File: src/rtl/pipe_hold_ctrl.sv
// pipe_hold_ctrl: pipeline hold/bubble/flush controller with interlock watchdog.
// Define PIPE_PERF_CNT_EN to build the saturating stall performance counters.
module pipe_hold_ctrl #(
    parameter int MAX_ILOCK = 4,
    parameter int CNTW      = 16
) (
    input  logic            clock,
    input  logic            reset_n,
    input  logic            stall_req,
    input  logic            mem_busy,
    input  logic            redirect,
    output logic            pc_we,
    output logic            ifid_we,
    output logic            ifid_flush,
    output logic            idex_we,
    output logic            idex_bubble,
    output logic            exmem_we,
    output logic            hazard_err,
    output logic [1:0]      state_o,
    output logic [CNTW-1:0] ilock_cycles,
    output logic [CNTW-1:0] mwait_cycles,
    output logic [CNTW-1:0] flush_count
);
    typedef enum logic [1:0] {RUN = 2'd0, ILOCK = 2'd1, MWAIT = 2'd2} state_t;
    state_t     state_q, state_d;
    logic [3:0] ilock_cnt_q, ilock_cnt_d;
    logic       hazard_err_q, hazard_err_d;
    logic       wd_trip, accept;
    assign wd_trip = (ilock_cnt_q == 4'(MAX_ILOCK)) && stall_req && !mem_busy && !redirect;
    assign accept  = stall_req && !mem_busy && !redirect && !wd_trip;
    // Reset forces the stall pattern immediately, independent of the clock.
    always_comb begin
        pc_we       = 1'b1;
        ifid_we     = 1'b1;
        ifid_flush  = 1'b0;
        idex_we     = 1'b1;
        idex_bubble = 1'b0;
        exmem_we    = 1'b1;
        if (!reset_n || accept) begin
            pc_we       = 1'b0;
            ifid_we     = 1'b0;
            idex_bubble = 1'b1;
        end else if (mem_busy) begin
            pc_we    = 1'b0;
            ifid_we  = 1'b0;
            idex_we  = 1'b0;
            exmem_we = 1'b0;
        end else if (redirect) begin
            ifid_flush = 1'b1;
        end
    end
    always_comb begin
        state_d      = mem_busy ? MWAIT : accept ? ILOCK : RUN;
        ilock_cnt_d  = mem_busy ? ilock_cnt_q : accept ? ilock_cnt_q + 4'd1 : 4'd0;
        hazard_err_d = hazard_err_q || wd_trip;
    end
    always_ff @(posedge clock or negedge reset_n) begin
        if (!reset_n) begin
            state_q      <= RUN;
            ilock_cnt_q  <= 4'd0;
            hazard_err_q <= 1'b0;
        end else begin
            state_q      <= state_d;
            ilock_cnt_q  <= ilock_cnt_d;
            hazard_err_q <= hazard_err_d;
        end
    end
    assign state_o    = state_q;
    assign hazard_err = hazard_err_q;
`ifdef PIPE_PERF_CNT_EN
    logic [CNTW-1:0] ilock_cycles_q, mwait_cycles_q, flush_count_q;
    // Counters stick at all-ones rather than wrapping.
    always_ff @(posedge clock or negedge reset_n) begin
        if (!reset_n) begin
            ilock_cycles_q <= '0;
            mwait_cycles_q <= '0;
            flush_count_q  <= '0;
        end else begin
            if (accept && ilock_cycles_q != '1)
                ilock_cycles_q <= ilock_cycles_q + CNTW'(1);
            if (mem_busy && mwait_cycles_q != '1)
                mwait_cycles_q <= mwait_cycles_q + CNTW'(1);
            if (redirect && !mem_busy && flush_count_q != '1)
                flush_count_q <= flush_count_q + CNTW'(1);
        end
    end
    assign ilock_cycles = ilock_cycles_q;
    assign mwait_cycles = mwait_cycles_q;
    assign flush_count  = flush_count_q;
`else
    assign ilock_cycles = '0;
    assign mwait_cycles = '0;
    assign flush_count  = '0;
`endif
endmodule

File: config.mk
export PLATFORM = sky130hd
export DESIGN_NAME = pipe_hold_ctrl
export DESIGN_NICKNAME = d
export VERILOG_FILES = /design/src/rtl/pipe_hold_ctrl.sv
export SDC_FILE = /design/constraint.sdc
export NUM_CORES = 1
export LEC_CHECK = 0
export ABC_AREA = 1
export CORE_ASPECT_RATIO = 0.8
export CORE_MARGIN = 2
export CORE_UTILIZATION = 34
export CTS_BUF_LIST = sky130_fd_sc_hd__clkbuf_4
export DETAILED_ROUTE_END_ITERATION = 6
export GPL_TIMING_DRIVEN = 0
export PLACE_DENSITY = 0.9
export SLEW_MARGIN = 40
export SYNTH_ARGS = -nofsm -noshare
export SYNTH_HDL_FRONTEND = slang
export SYNTH_SLANG_ARGS = --single-unit
File: constraint.sdc
create_clock -name clock -period 1.85 [get_ports clock]
set_input_delay 0.37 -clock clock [delete_from_list [all_inputs] [get_ports clock]]
set_output_delay 0.37 -clock clock [all_outputs]
set_load 0.1 [all_outputs]
==> impl_metrics.py <==
metrics = {
    "synth": {
        "synthCells": 94,
        "synth_seq_cells": 7,
        "netlist_area_um2": 769,
        "synth.avg_cell_area_um2": 8.19,
        "yosysSeqAreaShare": 0.228,
        "yosysWarnings": 0,
        "synth.distinct_cells": 16,
    },
    "power": {
        "p_total_mw": 1.01,
        "switching_share": 0.618,
        "power_frac_seq": 0.163,
        "p_clk_frac": 0.152,
        "peakVddDrop_mv": 0.444,
        "leakage_nw": 0.797,
        "combPwrFrac": 0.684,
        "cellInternalPower_mw": 0.387,
        "power_per_cell_area_nw_per_um2": 808,
        "switchingPower_mw": 0.625,
    },
    "timing": {
        "finalCritPeriodShare": 1.06,
        "layout_setup_ws_ps": -103,
        "hold_viol": 0,
        "rsz0062_at_grt": "true",
        "finalMaxSlewViolations": 0,
        "fin_skew_ps": 9.51,
        "tns_ps": -117,
        "fin_hold_ws_ps": 89.1,
        "min_period_ps": 1950,
        "fmax_ghz": 0.512,
        "final-setup-viol-count": 2,
    },
    "floorplan": {
        "core-area_um2": 2140,
        "chipHeight_um": 46.6,
        "start_util": 0.360,
        "die_x_um": 57.2,
        "rows": 15,
        "pin_count": 62,
        "dieArea_um2": 2660,
    },
    "global_route": {
        "antenna_found_initial": 0,
        "use_met2": 0.202,
        "grt_max_degree": 11,
        "grt_pass1_wl_um": 2010,
        "grt-busiest-layer": "met2",
        "grt_use_met3": 0.0365,
        "grt_overflow": 0,
        "grtUsageTotal": 0.106,
        "grt_use_met1": 0.0978,
        "grt_pass1_vias": 488,
    },
    "layout": {
        "layout_common_cells": "buf_4 (62), conb_1 (48), dfrtp_1 (7)",
        "utilization": 0.585,
        "antenna_cells": 0,
        "design_area_um2": 1250,
        "area_growth_pct": 62.8,
        "finalNetCount": 177,
        "drive_gt1_frac": 0.515,
        "final_common_cell": "buf_4",
        "instances_no_fill": 194,
    },
    "placement": {
        "dp_hpwl_um": 1120,
        "place_ws_ps": -626,
        "portBuffers": 13,
        "dpl_cell_area_um2": 1100,
        "post-place-cells": 179,
        "globalplace.congestion": 0.784,
    },
    "setup_path": {
        "criticalPathCategory": "flip-flop to output pin",
        "path_max_fanout": 2,
        "startpoint_type": "flip-flop",
        "required_ps": 1480,
        "path_cells": "inv_2, ha_4, nand3_4, nand2_4, nand2_8, nor2_4, buf_12, buf_16",
        "crit_arrival_ps": 1580,
        "crit_slowest_cell": "dfrtp_1",
        "critPathCaptureType": "output pin",
        "max_stage_delay_ps": 390,
    },
    "detailed_routing": {
        "post_drt_via_cell_ratio": 3.30,
        "drtAntennaViolNets": 0,
        "dr_total_vias": 641,
        "route.detailed.drc": 0,
        "wl_per_cell_um": 7.47,
        "routed_wl_um": 1450,
        "dr.pass1.iters": 4,
        "dr.first_iter.drc_count": 4,
    },
    "flow_run": {
        "max-cap-violations": 0,
    },
    "clocking": {
        "clk_latency_ps": 260,
        "cts_buffer_depth": 2,
        "htreeDepth": 1,
        "cts_hold_buf": 0,
        "root_buffer": "clkbuf_4",
        "cts_tree": "built",
        "cts_buffers": 3,
        "cts_sinks": 7,
        "path_clk_slew_ps": 60,
    },
    "worst_hold_path": {
        "hold_class": "primary input to async pin",
    },
    "outcome": {
        "status": "finished, violations left",
        "violations": "negative setup slack",
    },
}
-- Yosys cell counts --
library cell / instances / area (um2)
nor2_1: 5 / 18.8
xor2_1: 1 / 8.76
nor2_4: 1 / 11.3
nand3_1: 4 / 20.0
nand2_1: 6 / 22.5
ha_1: 2 / 25.0
buf_4: 50 / 375
nand2_4: 3 / 33.8
dfrtp_1: 7 / 175
a21oi_1: 1 / 5.00
o21ai_0: 2 / 10.0
inv_1: 8 / 30.0
a21o_2: 1 / 8.76
inv_2: 1 / 3.75
nand3_4: 1 / 17.5
conb_1: 1 / 3.75
-- sequential cells by signal, summed over array words and instances (netlist names) --
register / flops
hazard_err: 1
state_o: 2
ilock_cnt_q: 4
-- critical path: cells and delay by family (launching register included) --
kind          cells  cell delay, ps
simple gates      4             430
flops             1             390
buf+inv           3             360
fa+ha+maj         1             140
-- worst paths after layout --
check | end | startpoint | cells past startpoint | slack [ps]
setup / recovery | pc_we | ilock_cnt_q[1] | 8 | -100
setup reg to reg | ilock_cnt_q[3] | ilock_cnt_q[1] | 7 | 510
min in group clock | state_o[1] | mem_busy | 1 | 350
hold reg to reg | hazard_err | hazard_err | 1 | 450
max in group asynchronous | state_o[1] | reset_n | 1 | 1510
hold / removal | ilock_cnt_q[1] | reset_n | 1 | 90
-- final cells by class --
cell class / instances / area [um2]
fillers: 203 / 887
well taps: 25 / 31.3
plain buffers: 50 / 388
repair buffers: 24 / 204
clock buffers: 4 / 30.0
multi-input cells: 75 / 390
inverters: 9 / 33.8
flip-flops and latches: 7 / 175
-- per-layer routing --
| metal | wire length [um] | part of all wire | vias to the layer above |
|---|---|---|---|
| met5 | 0 | 0 | - |
| met4 | 61 | 0.042 | 0 |
| met3 | 114 | 0.079 | 8 |
| met2 | 778 | 0.54 | 34 |
| met1 | 495 | 0.34 | 261 |
| li1 | - | - | 338 |
-- power by group through the flow --
stage                     combinational [mW]  sequential, mW  clock [mW]
after floorplan                        0.593           0.200           0
after global placement                 0.668           0.168           0
final                                  0.692           0.165       0.154
after detailed placement               0.659           0.168           0
after global routing                   0.711           0.166       0.171
after CTS                              0.679           0.165       0.157
-- what timing repair did --
| item | CTS | global route |
|---|---|---|
| cloned | 0 | 0 |
| buffers inserted | 7 | 4 |
| setup endpoints to repair | 6 | 4 |
| resized for setup | 17 | 2 |
| pin swaps | 4 | 3 |
-- cell families (layout without fill, tap and decap cells) --
kind of cell               after synthesis  in the layout  share of synthesized area
buffers and inverters                   59             87                      0.532
other                                    1             48                    0.00487
AOI/OAI and AO/OA                        4              4                     0.0309
DFF                                      7              7                      0.228
and+or+nand+nor                         20             20                      0.161
adders and majority gates                2              2                     0.0325
xor gates and xnor gates                 1              1                     0.0114
No activity file was read; power rests on OpenSTA's default activity.
